===== src/rtl/ipm_reg_fifo_v2_0.sv =====
// rtl/ipm_reg_fifo_v2_0.sv - parametrised register FIFO with valid/ready on both sides
//
// Small elastic buffer between streaming pipeline stages, built from flops
// only (no RAM macro). DEPTH can be any integer >= 2. The pointers wrap by
// compare, so a non-power-of-two depth does not waste or alias entries.
//
// Optional feature macro: IPM_REG_FIFO_BYPASS_EN
//   defined   : combinational fall-through when empty. An incoming word is
//               shown on data_out in the same cycle. If the sink accepts it,
//               the word is never stored.
//   undefined : outputs come only from registers, so the minimum
//               write-to-valid latency is 1 cycle.
//
// Parameters:
//   W       data width in bits
//   DEPTH   number of entries
//   AF_LVL  almost_full  when count >= AF_LVL
//   AE_LVL  almost_empty when count <= AE_LVL
//
// Ports:
//   clk             rising-edge clock
//   rst_n           asynchronous active-low reset
//   flush           synchronous clear of pointers and count (storage kept)
//   data_in_valid   write request
//   data_in         write data
//   data_in_ready   space available (~full)
//   data_out_ready  read accept
//   data_out        head-of-queue data
//   data_out_valid  head entry valid (~empty)
//   count           occupancy, 0..DEPTH
//   almost_full     count >= AF_LVL
//   almost_empty    count <= AE_LVL

module ipm_reg_fifo_v2_0 #(
    parameter  int W      = 8,
    parameter  int DEPTH  = 4,
    parameter  int AF_LVL = 3,
    parameter  int AE_LVL = 1,
    localparam int CW     = $clog2(DEPTH + 1)
) (
    input  logic          clk,
    input  logic          rst_n,
    input  logic          flush,
    input  logic          data_in_valid,
    input  logic [W-1:0]  data_in,
    output logic          data_in_ready,
    input  logic          data_out_ready,
    output logic [W-1:0]  data_out,
    output logic          data_out_valid,
    output logic [CW-1:0] count,
    output logic          almost_full,
    output logic          almost_empty
);

    localparam int PW = $clog2(DEPTH);

    localparam logic [CW-1:0] FULL_CNT = CW'(DEPTH);
    localparam logic [CW-1:0] AF_CNT   = CW'(AF_LVL);
    localparam logic [CW-1:0] AE_CNT   = CW'(AE_LVL);
    localparam logic [PW-1:0] PTR_LAST = PW'(DEPTH - 1);

    logic [W-1:0]  mem [DEPTH];
    logic [PW-1:0] wptr;
    logic [PW-1:0] rptr;
    logic [CW-1:0] cnt;

    logic          fifo_empty;
    logic          fifo_full;
    logic          wr_fire;
    logic          rd_fire;
    logic          pass_thru;
    logic          do_wr;
    logic          do_rd;

    assign fifo_empty = (cnt == '0);
    assign fifo_full  = (cnt == FULL_CNT);

    // Ready depends only on the registered count. This keeps the two sides
    // free of combinational paths to each other, so a full FIFO cannot
    // accept a word in the same cycle that it is read.
    assign data_in_ready = ~fifo_full;

`ifdef IPM_REG_FIFO_BYPASS_EN
    logic bypass_hit;

    // When empty, present the incoming word directly. If the sink takes it
    // in the same cycle, the write and the read cancel and nothing is stored.
    assign bypass_hit     = fifo_empty & data_in_valid;
    assign pass_thru      = bypass_hit & data_out_ready;
    assign data_out_valid = ~fifo_empty | bypass_hit;
    assign data_out       = bypass_hit ? data_in : mem[rptr];
`else
    assign pass_thru      = 1'b0;
    assign data_out_valid = ~fifo_empty;
    assign data_out       = mem[rptr];
`endif

    assign wr_fire = data_in_valid & data_in_ready;
    assign rd_fire = data_out_valid & data_out_ready;

    // A pass-through word touches neither the pointers nor the count.
    assign do_wr = wr_fire & ~pass_thru;
    assign do_rd = rd_fire & ~pass_thru;

    function automatic logic [PW-1:0] ptr_inc(input logic [PW-1:0] p);
        return (p == PTR_LAST) ? '0 : p + PW'(1);
    endfunction

    // Pointers and occupancy. Flush wins over any handshake in its cycle.
    always_ff @(posedge clk or negedge rst_n) begin
        if (!rst_n) begin
            wptr <= '0;
            rptr <= '0;
            cnt  <= '0;
        end else if (flush) begin
            wptr <= '0;
            rptr <= '0;
            cnt  <= '0;
        end else begin
            if (do_wr) begin
                wptr <= ptr_inc(wptr);
            end
            if (do_rd) begin
                rptr <= ptr_inc(rptr);
            end
            case ({do_wr, do_rd})
                2'b10:   cnt <= cnt + CW'(1);
                2'b01:   cnt <= cnt - CW'(1);
                default: cnt <= cnt;
            endcase
        end
    end

    // Storage. Reset clears it. Flush leaves it alone, because only the
    // pointers decide what is valid.
    always_ff @(posedge clk or negedge rst_n) begin
        if (!rst_n) begin
            for (int i = 0; i < DEPTH; i++) begin
                mem[i] <= '0;
            end
        end else if (do_wr && !flush) begin
            mem[wptr] <= data_in;
        end
    end

    assign count        = cnt;
    assign almost_full  = (cnt >= AF_CNT);
    assign almost_empty = (cnt <= AE_CNT);

endmodule


===== config.mk =====
export PLATFORM = sky130hd
export DESIGN_NAME = ipm_reg_fifo_v2_0
export DESIGN_NICKNAME = d
export VERILOG_FILES = /design/src/rtl/ipm_reg_fifo_v2_0.sv
export SDC_FILE = /design/constraint.sdc
export NUM_CORES = 1
export LEC_CHECK = 0
export CORE_AREA = 5 5 76 78
export CTS_BUF_LIST = sky130_fd_sc_hd__clkbuf_8
export CTS_CLUSTER_SIZE = 10
export DETAILED_ROUTE_END_ITERATION = 6
export DIE_AREA = 0 0 81 83
export DONT_BUFFER_PORTS = 1
export PLACE_DENSITY_LB_ADDON = 0.08
export SKIP_CTS_REPAIR_TIMING = 1
export SYNTH_ARGS = -nofsm -noshare
export SYNTH_HDL_FRONTEND = slang
export SYNTH_SLANG_ARGS = --single-unit

===== constraint.sdc =====
create_clock -name clk -period 2.35 [get_ports clk]
set_clock_uncertainty 0.1 [all_clocks]
set_input_delay 0.235 -clock clk [delete_from_list [all_inputs] [get_ports clk]]
set_output_delay 0.235 -clock clk [all_outputs]
set_load 0.02 [all_outputs]

# Yosys cells after proc, flatten, opt, wreduce, memory -nomap -nowiden
# Cells that the tools add are included.
# W data, S select, Z words.
[classes] n_addsub=4 n_mul=0 div=0 order_cmp=5 n_eq_ne=5 n_shift=0 mux=14 n_bitwise=6 reduce_logical=7
[ops] operator="$bwmux W32" count=1
[ops] operator="$mux W8" count=3
[ops] operator="$bmux W8 S2" count=1
[ops] operator="$demux W8 S2" count=1
[ops] operator="$mux W2" count=6
[ops] operator="$eq A2 B2 Y1 const B" count=3
[ops] operator="$ge A3 B3 Y1 const B" count=2
[ops] operator="$not A2 Y3" count=2
[ops] operator="$pmux W3 S2" count=1
[ops] operator="$add A2 B1 Y2 const B" count=2
[ops] operator="$reduce_bool A2 Y1" count=2
[ops] operator="$add A3 B1 Y3 const B" count=1
[ops] operator="$eq A3 B3 Y1 const B" count=1
[ops] operator="$ge A3 B2 Y1 const B" count=1
[ops] operator="$le A3 B1 Y1 const B" count=1
[ops] operator="$logic_not A3 Y1" count=1
[ops] operator="$lt A3 B1 Y1 const B" count=1
[ops] operator="$mux W3" count=1
[ops] operator="$reduce_bool A3 Y1" count=1
[ops] operator="$sub A3 B1 Y3 const B" count=1
[ops] operator="$and A1 B1 Y1" count=2
[ops] operator="$eq A2 B1 Y1 const B" count=1
[ops] operator="$logic_and A1 B1 Y1" count=2
[ops] operator="$not A1 Y1" count=2
[ops] operator="$logic_not A1 Y1" count=1
[totals] register_bits=39 latch_bits=0 ramBits=0 mem_bits_ro=0 input_bits=13 wordCells=48 mem_count=0

# Logic depth before layout (Yosys ltp)
[logic_depth] word_depth=6 ltp_mapped=6 depth_no_buf=6

# Worst setup path after synthesis
# OpenSTA, ideal clock, no wires.
[synth_path] kind="reg-to-reg" from="reg cnt[0] (netlist: count[0])" to="reg cnt[0] (netlist: count[0])" setup_time_ns=0.125 arrival_time_ns=1.728 required_time_ns=2.125 setup_slack_ns=0.398 path_stages_with_launch=7 path_cell_list="dfrtp_1 > inv_1 > ha_1 > nand2b_2 > and2_2 > xnor2_1 > mux2_2"
[synth_between] elab_chain_cells=6 word_cells_on_any_way=13
[synth_lines] item="start: declaration" line="65" rtl="logic [CW-1:0] cnt;"
[synth_lines] item="start signal: assignment" line="127" rtl="2'b10: cnt <= cnt + CW'(1);"
[synth_lines] item="start signal: assignment" line="128" rtl="2'b01: cnt <= cnt - CW'(1);"
[synth_lines] item="start signal: assignment" line="129" rtl="default: cnt <= cnt;"
[synth_lines] item="$logic_not A3 Y1 (*)" line="75" rtl="assign fifo_empty = (cnt == '0);"
[synth_lines] item="$not A1 Y1 (*)" line="94" rtl="assign data_out_valid = ~fifo_empty;"
[synth_lines] item="via data_out_valid" line="49" rtl="output logic data_out_valid,"
[synth_lines] item="$and A1 B1 Y1 (*)" line="99" rtl="assign rd_fire = data_out_valid & data_out_ready;"
[synth_lines] item="$eq A2 B1 Y1 / $eq A2 B2 Y1 (equally long branches)" line="126" rtl="case ({do_wr, do_rd})"
[synth_lines] item="$pmux W3 S2" line="126"
[synth_lines] item="$mux W3" line="115" rtl="end else if (flush) begin"
# Mark *: on every way through the listed nets, which the timed path passes. The rest lies on a longest branch.
# A chain may end at the register's enable or synchronous reset.

# Final worst setup path
[layout_path] from="reg cnt[1] (netlist: count[1])" to="reg mem[0] in the netlist's numbering"
[layout_between] elab_chain_cells=4
[layout_lines] item="$eq A3 B3 Y1" line="76" rtl="assign fifo_full = (cnt == FULL_CNT);"
[layout_lines] item="$not A1 Y1" line="81" rtl="assign data_in_ready = ~fifo_full;"
[layout_lines] item="$and A1 B1 Y1" line="98" rtl="assign wr_fire = data_in_valid & data_in_ready;"
[layout_lines] item="$logic_and A1 B1 Y1" line="141" rtl="end else if (do_wr && !flush) begin"
[layout_lines] item="end signal: indexed assignment" line="142" rtl="mem[wptr] <= data_in;"
[layout_lines] item="end: declaration" line="62" rtl="logic [W-1:0] mem [DEPTH];"
# No other way between the ends.

==> results.cfg <==
[routing]
first_pass_iters = 4
viasPerCell = 4.89
totalWireLength_um = 3700
drtIter0Drc = 53
ant_nets = 0
vias = 1109
wire_per_inst_um = 16.3
drc = 0

[sta]
slew_headroom = 0.577
finalHoldViolations = 0
setup_tns_ps = 0
fmax_ghz = 0.467
setup_viol = 0
worstMarginPinSlew_ps = 628
fin_crit_ps = 2140
rsz0062_at_grt = no
min_period_over_period = 0.912
slew_violations = 0

[worst_setup_path]
crit_arrival_ps = 2210
crit_chain = inv_1 -> ha_1 -> a21bo_2 -> nor2_4 -> nand2_2 -> mux2_1
critical-path-top-delay-family = flip-flops
cp_slowest_stage_delay_ps = 500
cp-end-kind = flip-flop
crit_buf_inv = 1
start_kind = flip-flop
crit_slowest_cell = dfrtp_1
cp_max_fo = 8
worstSetupPathType = flip-flop to flip-flop
critical_path_required_ps = 2420

[outcome]
status = complete, no violations

[logic_synthesis]
ys_types = 29
synth_top_family_by_area = multiplexers
async_flop_share = 1.00
synth_ff_type = dfrtp_1
synth_edf_count = 0
synth-adder-area-share = 0.0585
synth_mux_area_frac = 0.287
syn_avg_cell_area_um2 = 14.0
yosys_warnings = 0
syn_inst = 137
yosys.area_share.simple = 0.0592
synthXorXnorAreaFrac = 0.0182
syn-num-nets = 159
syn-cell-area_mm2 = 0.00192
synth-seq-area-share = 0.507
ys_seq_elements = 39
synth_compound_area_frac = 0.0442

[power_and_ir_drop]
peakVddDrop_uv = 526
combinationalPowerShare = 0.433
p_per_area_mw_per_mm2 = 1260
clock_power_share = 0.173
p_int_mw = 1.77
p_sw_mw = 1.05
leakagePower_nw = 1.00
power.share.switching = 0.372
p_seq_frac = 0.394

[final_layout]
mostFrequentLayoutCells = dfrtp_1 (39), mux2_2 (31), dlygate4sd3_1 (10)
layout-drive-gt1-share = 0.382
final_cells = 227
final_common_cell = dfrtp_1
final_area_mm2 = 0.00225
utilization = 0.448
nets = 178
antenna_cells = 0
fillers = 476
syn_to_final_growth_pct = 16.7

[place]
dpl.hpwl_um = 2630
dp.cells = 208
dpl_cell_area_mm2 = 0.00202
io_buffer_count = 0
gp_congestion = 0.810

[global_route]
grt_usage = 0.122
grt_pass1_wl_um = 6300
grt_pass1_vias = 1217
grt-ovfl-total = 0
antenna_found_initial = 0
grt_max_degree = 40

[clock_network]
cts_htree_levels = 2
clockRootBuffer = clkbuf_8
clockBufferDepth = 2
cts_buffers = 5
cts_sinks = 39
clkTransAtPathRegs_ps = 70
clock_latency_ps = 280
cts_tree = yes

[job]
maxCapViolCount = 0

[floorplanning]
coreArea_mm2 = 0.00501
rows = 26
die_w_um = 81
io_pins = 28
dieArea_mm2 = 0.00672
fp.dieH_um = 83
initial_core_util = 0.384

[min_path]
hold_path_class = primary input to flip-flop
[sequential cells by signal (all words and copies together), names as in the netlist]
name   count
wptr       2
mem       32
count      3
rptr       2
[worst register-to-register path: cells and delay by family (launching register included)]
kind,cells,cell delay (ps)
buffers and inverters,1,180
adder cells (fa/ha/maj),1,280
multiplexers,1,360
flip-flops,1,500
AND/OR/NAND/NOR,2,350
AO/OA/AOI/OAI,1,260
[cell families after synthesis]
family	after synthesis
XOR/XNOR	4
adder cells (fa/ha/maj)	9
buffers and inverters	10
flip-flops	39
multiplexers	41
AO/OA/AOI/OAI	12
AND/OR/NAND/NOR	22
[layer usage]
metal,track usage,part of all wire,vias to the layer above
li1,-,-,527
met1,0.144,0.44,556
met2,0.199,0.51,20
met3,0.0530,0.040,6
met4,0.0338,0.013,0
met5,0,0,-
[per-stage QoR]
step | setup slack (ps) | hold WS [ps] | total power, mW
after detailed placement | 194 | -159 | 2.34
final | 207 | 57.3 | 2.82
after global routing | 83.6 | 35.6 | 3.04
after global placement | 255 | -159 | 2.30
after floorplan | 398 | -161 | 2.10
after CTS | 183 | -474 | 2.84
[power groups by stage]
stage	Clock, mW	Combinational [mW]	Sequential [mW]
global route	0.542	1.35	1.15
global placement	0	1.19	1.12
finish	0.487	1.22	1.11
CTS	0.506	1.21	1.12
floorplan	0	1.02	1.08
detailed placement	0	1.21	1.13
[cell usage after synthesis, types with 2 or more instances]
cell     number  area (um^2)
mux2_1        2         22.5
dfrtp_1      39          976
mux2_2       31          349
nand2_2       4         25.0
nand2_1       7         26.3
nor2_1        5         18.8
a21oi_1       3         15.0
nand3_1       2         10.0
inv_1         7         26.3
ha_1          9          113
mux4_2        8          180
xnor2_1       3         26.3
[final timing paths]
| kind | startpoint | to | slack, ps | cells after the start |
|---|---|---|---|---|
| hold reg to reg | mem[0]$_DFFE_PN0P_ | mem[0]$_DFFE_PN0P_ | 400 | 1 |
| max in group asynchronous | rst_n | wptr[1]$_DFFE_PN0P_ | 1620 | 2 |
| hold / removal | data_in_valid | count[2]$_DFFE_PN0P_ | 60 | 2 |
| setup / recovery | count[1]$_DFFE_PN0P_ | mem[0]$_DFFE_PN0P_ | 210 | 6 |
| setup reg to reg | count[1]$_DFFE_PN0P_ | mem[0]$_DFFE_PN0P_ | 210 | 6 |
| min in group asynchronous | rst_n | mem[8]$_DFFE_PN0P_ | 330 | 2 |
[area by class of cell]
class                           instances  area, um^2  share of cell area
Clock buffer                            7        96.3              0.0429
Clock inverter                          1        3.75             0.00167
Inverter                                7        26.3              0.0117
Multi-Input combinational cell         88         898               0.400
Sequential cell                        39         976               0.435
Tap cell                               70        87.6              0.0390
Timing Repair Buffer                   15         158              0.0702
Power figures use the tool's default switching activity.
